$ cat src/rtl/tetris_pkg.sv
// tetris_pkg: types and constants shared by the Tetris playfield logic.
//   block_color  : 3-bit cell colour, EMPTY = 0 marks a free cell.
//   clr_state_e  : line-clear engine states.
//   PLAY_COLS / PLAY_ROWS / CELL_PX : playfield geometry.
//   CNT_W / sat_inc : cleared-row counter width and saturating increment.
package tetris_pkg;

  typedef enum logic [2:0] {
    EMPTY  = 3'd0,
    CYAN   = 3'd1,
    YELLOW = 3'd2,
    PURPLE = 3'd3,
    GREEN  = 3'd4,
    RED    = 3'd5,
    BLUE   = 3'd6,
    ORANGE = 3'd7
  } block_color;

  typedef enum logic [1:0] {
    CLR_IDLE  = 2'd0,
    CLR_SCAN  = 2'd1,
    CLR_SHIFT = 2'd2,
    CLR_DONE  = 2'd3
  } clr_state_e;

  localparam int PLAY_COLS = 10;
  localparam int PLAY_ROWS = 20;
  localparam int CELL_PX   = 20;
  localparam int CNT_W     = 5;

  // Counter sticks at all-ones instead of wrapping.
  function automatic logic [CNT_W-1:0] sat_inc(input logic [CNT_W-1:0] v);
    return (v == '1) ? v : v + 1'b1;
  endfunction

endpackage

$ cat src/rtl/line_clear_ctrl.sv
// line_clear_ctrl: sequencing for the line-clear engine.
//   i_clk, i_rst_n   : clock, asynchronous active-low reset
//   i_clear_start    : request a clear (honoured only in IDLE)
//   i_row_full       : one bit per row, set when every cell of the row is filled
//   o_state          : current FSM state (debug visibility)
//   o_shift_en       : move one row down this cycle
//   o_shift_row      : destination row of the move
//   o_clear_row0     : with o_shift_en, blank row 0 instead of copying
//   o_busy           : SCAN or SHIFT
//   o_done           : one-cycle completion pulse
//   o_cnt            : rows removed so far in this clear
// Scanning runs bottom to top. After a full row is removed the same row index
// is scanned again, because the row above has just dropped into it.
module line_clear_ctrl
  import tetris_pkg::*;
#(
  parameter int ROWS = PLAY_ROWS
) (
  input  logic             i_clk,
  input  logic             i_rst_n,
  input  logic             i_clear_start,
  input  logic [ROWS-1:0]  i_row_full,
  output clr_state_e       o_state,
  output logic             o_shift_en,
  output logic [4:0]       o_shift_row,
  output logic             o_clear_row0,
  output logic             o_busy,
  output logic             o_done,
  output logic [CNT_W-1:0] o_cnt
);

  localparam logic [4:0] LAST_ROW = 5'(ROWS - 1);

  clr_state_e       r_state, w_state_nxt;
  logic [4:0]       r_row,   w_row_nxt;
  logic [4:0]       r_srow,  w_srow_nxt;
  logic [CNT_W-1:0] r_cnt,   w_cnt_nxt;

  always_ff @(posedge i_clk or negedge i_rst_n) begin
    if (!i_rst_n) begin
      r_state <= CLR_IDLE;
      r_row   <= '0;
      r_srow  <= '0;
      r_cnt   <= '0;
    end else begin
      r_state <= w_state_nxt;
      r_row   <= w_row_nxt;
      r_srow  <= w_srow_nxt;
      r_cnt   <= w_cnt_nxt;
    end
  end

  always_comb begin
    w_state_nxt  = r_state;
    w_row_nxt    = r_row;
    w_srow_nxt   = r_srow;
    w_cnt_nxt    = r_cnt;
    o_shift_en   = 1'b0;
    o_clear_row0 = 1'b0;
    o_busy       = 1'b0;
    o_done       = 1'b0;
    unique case (r_state)
      CLR_IDLE: begin
        if (i_clear_start) begin
          w_state_nxt = CLR_SCAN;
          w_row_nxt   = LAST_ROW;
          w_cnt_nxt   = '0;
        end
      end
      CLR_SCAN: begin
        o_busy = 1'b1;
        if (i_row_full[r_row]) begin
          w_cnt_nxt   = sat_inc(r_cnt);
          w_srow_nxt  = r_row;
          w_state_nxt = CLR_SHIFT;
        end else if (r_row == 5'd0) begin
          w_state_nxt = CLR_DONE;
        end else begin
          w_row_nxt = r_row - 5'd1;
        end
      end
      CLR_SHIFT: begin
        o_busy     = 1'b1;
        o_shift_en = 1'b1;
        if (r_srow == 5'd0) begin
          // Top row has nothing above it to inherit: it becomes empty.
          o_clear_row0 = 1'b1;
          w_state_nxt  = CLR_SCAN;
        end else begin
          w_srow_nxt = r_srow - 5'd1;
        end
      end
      CLR_DONE: begin
        o_done      = 1'b1;
        w_state_nxt = CLR_IDLE;
      end
      default: w_state_nxt = CLR_IDLE;
    endcase
  end

  assign o_state     = r_state;
  assign o_shift_row = r_srow;
  assign o_cnt       = r_cnt;

endmodule

$ cat src/rtl/board_store.sv
// board_store: Tetris playfield storage plus line-clear engine.
//   Clk, Reset_n        : clock, asynchronous active-low reset
//   rd_x, rd_y          : renderer address; rd_color is the cell one cycle later
//                         (EMPTY when off the board)
//   q_x, q_y            : collision query; q_occupied is combinational and
//                         reports 1 off the board so walls and floor are solid
//   wr_en/wr_x/wr_y/wr_color : cell write, taken only while the engine is idle
//   clear_start         : start a line clear
//   busy, done          : engine scanning/shifting; completion pulse
//   lines_cleared       : rows removed by the last completed clear
// Cells live in flops so a whole row can move down in a single cycle.
module board_store
  import tetris_pkg::*;
#(
  parameter int COLS = PLAY_COLS,
  parameter int ROWS = PLAY_ROWS
) (
  input  logic       Clk,
  input  logic       Reset_n,
  input  logic [4:0] rd_x,
  input  logic [4:0] rd_y,
  output block_color rd_color,
  input  logic [4:0] q_x,
  input  logic [4:0] q_y,
  output logic       q_occupied,
  input  logic       wr_en,
  input  logic [4:0] wr_x,
  input  logic [4:0] wr_y,
  input  block_color wr_color,
  input  logic       clear_start,
  output logic       busy,
  output logic       done,
  output logic [4:0] lines_cleared
);

  localparam int CW = (COLS > 1) ? $clog2(COLS) : 1;
  localparam int RW = (ROWS > 1) ? $clog2(ROWS) : 1;

  block_color       r_cells [ROWS][COLS];
  block_color       r_rd_color;
  logic [4:0]       r_lines_cleared;

  logic [ROWS-1:0]  w_row_full;
  clr_state_e       w_state;
  logic             w_shift_en;
  logic [4:0]       w_shift_row;
  logic             w_clear_row0;
  logic             w_busy;
  logic             w_done;
  logic [CNT_W-1:0] w_cnt;
  logic             w_rd_in;
  logic             w_q_in;
  logic             w_wr_ok;

  always_comb begin
    w_row_full = '1;
    for (int y = 0; y < ROWS; y++) begin
      for (int x = 0; x < COLS; x++) begin
        if (r_cells[y][x] == EMPTY) w_row_full[y] = 1'b0;
      end
    end
  end

  line_clear_ctrl #(.ROWS(ROWS)) u_ctrl (
    .i_clk         (Clk),
    .i_rst_n       (Reset_n),
    .i_clear_start (clear_start),
    .i_row_full    (w_row_full),
    .o_state       (w_state),
    .o_shift_en    (w_shift_en),
    .o_shift_row   (w_shift_row),
    .o_clear_row0  (w_clear_row0),
    .o_busy        (w_busy),
    .o_done        (w_done),
    .o_cnt         (w_cnt)
  );

  assign w_rd_in = (rd_x < 5'(COLS)) && (rd_y < 5'(ROWS));
  assign w_q_in  = (q_x  < 5'(COLS)) && (q_y  < 5'(ROWS));
  // A write in the same cycle as clear_start still lands, since the engine
  // is idle at that edge; the scan then sees it.
  assign w_wr_ok = wr_en && (w_state == CLR_IDLE) &&
                   (wr_x < 5'(COLS)) && (wr_y < 5'(ROWS));

  assign q_occupied = !w_q_in || (r_cells[q_y[RW-1:0]][q_x[CW-1:0]] != EMPTY);

  always_ff @(posedge Clk or negedge Reset_n) begin
    if (!Reset_n) begin
      for (int y = 0; y < ROWS; y++) begin
        for (int x = 0; x < COLS; x++) begin
          r_cells[y][x] <= EMPTY;
        end
      end
    end else if (w_shift_en) begin
      if (w_clear_row0) begin
        for (int x = 0; x < COLS; x++) r_cells[0][x] <= EMPTY;
      end else begin
        for (int x = 0; x < COLS; x++) begin
          r_cells[w_shift_row][x] <= r_cells[w_shift_row - 5'd1][x];
        end
      end
    end else if (w_wr_ok) begin
      r_cells[wr_y[RW-1:0]][wr_x[CW-1:0]] <= wr_color;
    end
  end

  // Reads are never blocked; mid-shift they return in-flight contents.
  always_ff @(posedge Clk or negedge Reset_n) begin
    if (!Reset_n) begin
      r_rd_color <= EMPTY;
    end else begin
      r_rd_color <= w_rd_in ? r_cells[rd_y[RW-1:0]][rd_x[CW-1:0]] : EMPTY;
    end
  end

  always_ff @(posedge Clk or negedge Reset_n) begin
    if (!Reset_n) begin
      r_lines_cleared <= '0;
    end else if (w_done) begin
      r_lines_cleared <= w_cnt;
    end
  end

  assign rd_color      = r_rd_color;
  assign busy          = w_busy;
  assign done          = w_done;
  assign lines_cleared = r_lines_cleared;

endmodule
$ cat config.mk
export PLATFORM = sky130hd
export DESIGN_NAME = board_store
export DESIGN_NICKNAME = d
export VERILOG_FILES = /design/src/rtl/tetris_pkg.sv /design/src/rtl/line_clear_ctrl.sv /design/src/rtl/board_store.sv
export SDC_FILE = /design/constraint.sdc
export NUM_CORES = 2
export LEC_CHECK = 0
export CAP_MARGIN = 5
export CELL_PAD_IN_SITES_DETAIL_PLACEMENT = 0
export CELL_PAD_IN_SITES_GLOBAL_PLACEMENT = 2
export CORE_ASPECT_RATIO = 0.8
export CORE_MARGIN = 5
export CORE_UTILIZATION = 38
export CTS_BUF_LIST = sky130_fd_sc_hd__clkbuf_4 sky130_fd_sc_hd__clkbuf_8 sky130_fd_sc_hd__clkbuf_16
export DETAILED_ROUTE_END_ITERATION = 10
export PLACE_DENSITY_LB_ADDON = 0.08
export RECOVER_POWER = 100
export SLEW_MARGIN = 20
export SYNTH_ARGS = -nofsm -noshare
export SYNTH_HDL_FRONTEND = slang
export SYNTH_SLANG_ARGS = --single-unit
$ cat constraint.sdc
create_clock -name Clk -period 3.82 [get_ports Clk]
set_clock_uncertainty 0.1 [all_clocks]
set_input_delay 0.573 -clock Clk [delete_from_list [all_inputs] [get_ports Clk]]
set_output_delay 0.573 -clock Clk [all_outputs]
set_load 0.1 [all_outputs]
==> impl_metrics.py <==
metrics = {
    "outcome": {
        "outcome": "finished with violations",
        "violations": "max-capacitance violations, max-slew violations, negative setup slack",
    },
    "setup_path": {
        "critical_path.slowest_cell": "mux4_2",
        "startpoint": "r_cells[147]",
        "r2r_cells": 10,
        "max_stage_delay_ps": 510,
        "cp_cell_sequence": "o21ai_1 -> o21ai_1 -> mux4_2 -> mux4_2 -> a211oi_4 -> buf_6 -> o21ai_2 -> nand3_1 -> nand4_1 -> buf_4 -> buf_12",
        "r2r-end": "r_cells[83]",
        "worstPathRequired_ps": 3150,
        "arrival_ps": 3690,
        "path_max_fanout": 5,
        "worstSetupStartpointType": "flop",
        "rr_startpoint": "u_ctrl.o_state[0]",
        "endpoint": "q_occupied",
        "critPathKind": "reg -> out",
        "end_kind": "primary output",
        "ff2ff_setup_slack_ps": -220,
    },
    "detailed_routing": {
        "wl_per_cell_um": 36.37,
        "wirelength_um": 240200,
        "antenna_left": 0,
        "vias": 44950,
        "detail_route.first_pass.iterations": 7,
        "drc": 0,
        "first_iter_violations": 6259,
        "vias_per_cell": 6.807,
    },
    "sta": {
        "worst_pin_slew_ps": 1608,
        "tns_ps": -12030,
        "slew_violations": 47,
        "setup_violations": 226,
        "hold_slack_ps": 407.6,
        "slew_headroom_pct": -7.194,
        "period_minus_slack_ps": 4360,
        "finalHoldViolations": 0,
        "timing.final.crit_share_pct": 114.1,
        "fin_ws_ps": -539.7,
        "rsz0062_at_grt": "yes",
        "max_freq_ghz": 0.2294,
    },
    "placed_design": {
        "place_inst": 6431,
        "portBuffers": 47,
        "preCtsSetupSlack_ps": -556.3,
        "dp_hpwl_um": 167700,
        "gp_congestion": 1.009,
    },
    "clocking": {
        "clk_path_buf_depth": 3,
        "htree_levels": 3,
        "root_buffer": "clkbuf_16",
        "cts_buffers": 78,
        "cts.clk_slew.worst_paths_ps": 60,
        "numClockSinks": 625,
        "tritoncts": "yes",
        "clock_latency_ps": 720,
    },
    "pwr": {
        "p_leak_uw": 0.01935,
        "ir_drop_v": 0.0006304,
        "power_per_cell_area_nw_per_um2": 635.1,
    },
    "die": {
        "start_util_pct": 38.34,
        "core-area_sq_um": 116700,
        "die_w_um": 393.7,
        "ios": 48,
        "die_h_um": 316.9,
        "num_rows": 112,
        "dieArea_sq_um": 124800,
    },
    "cells_and_area": {
        "multi_input_area_sq_um": 27620,
        "syn2layout_area_growth_pct": 18.15,
        "fillers": 11250,
        "nets": 5048,
        "layout.cells.non_filler": 6604,
        "utilization_pct": 45.29,
        "drive_gt1_share_pct": 22.26,
        "final-seq-area_sq_um": 15660,
    },
    "synthesis": {
        "yosysMostFrequentCell": "nand2_1",
        "syn_avg_cell_area_sq_um": 9.376,
        "syn-cell-area_sq_um": 44750,
        "ys_async_sr_fraction_pct": 100.0,
        "yosys.area.top_type": "dfrtp_1",
        "synth_top_area_share_pct": 34.95,
        "synth-seq-cells": 625,
        "synthFlopType": "dfrtp_1",
        "synth_edf_count": 0,
        "synth_area_leaders": "dfrtp_1 (35%), mux4_2 (20%), o22a_1 (10%), nand2_1 (8.6%), o21ai_1 (6.4%)",
        "synth_cells": 4773,
        "seq_area_frac_synth_pct": 34.95,
        "synth_common_cells": "nand2_1 (1027), dfrtp_1 (625), o21ai_1 (570)",
        "yosys_warnings": 0,
        "ys_types": 64,
        "syn-num-nets": 4823,
    },
    "global_routing": {
        "grt_start_max_net_pins": 108,
        "grt_antenna_before_repair": 23,
        "grt_pass1_wl_um": 334800,
        "grt_pass1_vias": 41230,
        "gr-total-overflow": 0,
        "grt_use_total_pct": 37.61,
    },
    "worst_hold_path": {
        "min_path_type": "reg -> reg",
    },
    "job": {
        "cap_violations": 1,
    },
}
power by group:
part / internal (uW) / switching (uW)
Clock: 4540 / 3320
Sequential: 7370 / 1130
Combinational: 6210 / 11000
per-layer routing:
| metal | routed length [um] | up-vias | track usage [%] |
|---|---|---|---|
| met2 | 95710 | 3033 | 52.18 |
| met4 | 14960 | 8 | 18.14 |
| met1 | 97510 | 22580 | 51.84 |
| li1 | - | 18690 | - |
| met3 | 31950 | 650 | 14.02 |
| met5 | 44 | - | 0 |
area by class of cell:
type	instances	area share [%]
Multi-Input combinational cell	3711	52.24
Sequential cell	625	29.61
Timing Repair Buffer	530	9.194
Clock buffer	108	4.279
Tap cell	1539	3.642
Clock inverter	24	0.5869
Inverter	52	0.3739
Antenna cell	15	0.07099
cell usage in the layout (no fill, tap or decap), types with 27 or more instances in the layout:
cell type / synthesis / layout
a211oi_1: 58 / 55
a21oi_1: 40 / 40
a22oi_1: 41 / 41
a22oi_2: 27 / 27
a31oi_1: 33 / 33
and2_1: 37 / 35
buf_12: 0 / 69
buf_4: 17 / 375
clkbuf_16: 0 / 80
clkbuf_4: 0 / 33
clkdlybuf4s50_1: 0 / 29
dfrtp_1: 625 / 613
inv_1: 47 / 47
mux2i_1: 49 / 49
mux4_2: 394 / 394
nand2_1: 1027 / 1023
nand3_1: 51 / 45
nor2_1: 169 / 158
nor3_1: 275 / 250
nor4_1: 41 / 40
o21ai_0: 214 / 236
o21ai_1: 570 / 547
o22a_1: 515 / 515
state kept, by name, indices dropped and copies added (netlist names):
register / count
rd_color: 3
u_ctrl.r_row: 5
u_ctrl.o_cnt: 5
lines_cleared: 5
u_ctrl.o_shift_row: 5
r_cells: 600
u_ctrl.o_state: 2
worst min-delay path by stage:
stage                                start          endpoint  slack [ps]  depth (start not counted)
after CTS                          Reset_n      r_cells[315]         300                          2
final                     lines_cleared[3]  lines_cleared[3]         410                          1
after floorplan                    Reset_n  lines_cleared[0]         180                          0
after global routing      lines_cleared[3]  lines_cleared[3]         440                          1
after global placement    lines_cleared[3]  lines_cleared[3]         390                          1
after detailed placement  lines_cleared[3]  lines_cleared[3]         400                          1
what timing repair did:
item | CTS | global route
pin swaps | 6 | 4
gates resized for setup | 31 | 6
setup buffers | 27 | 1
hold endpoints to repair | 36 | 0
cloned | 0 | 0
endpoints found under the setup margin | 5 | 1
hold buffers | 1 | 0
worst max-delay path: cells and delay by family, from the launching register on:
kind,cells,cell delay (ps)
flops,1,440
compound gates,4,640
simple gates,2,330
mux,2,1010
buf+inv,3,570
metrics by stage:
| stage | cell area, sq um | total power [uW] |
|---|---|---|
| 3_5_place_dp | 50200 | 25440 |
| 6_report | 52870 | 33580 |
| 4_1_cts | 53070 | 33390 |
| 2_1_floorplan | 44860 | 16840 |
| 5_1_grt | 52840 | 34340 |
| 3_3_place_gp | 50190 | 25470 |
kinds of logic (layout without fill, tap and decap cells):
family	count (synthesis)	after routing	synth area share [%]
and+or+nand+nor	1665	1665	15.75
AOI/OAI and AO/OA	1575	1575	23.54
DFF	625	625	34.95
muxes	454	454	21.20
buffers and inverters	437	714	4.110
adders and majority gates	13	13	0.3635
xor gates and xnor gates	4	4	0.07830
other	0	15	0
Note: power is estimated with default switching activity, not from simulation.
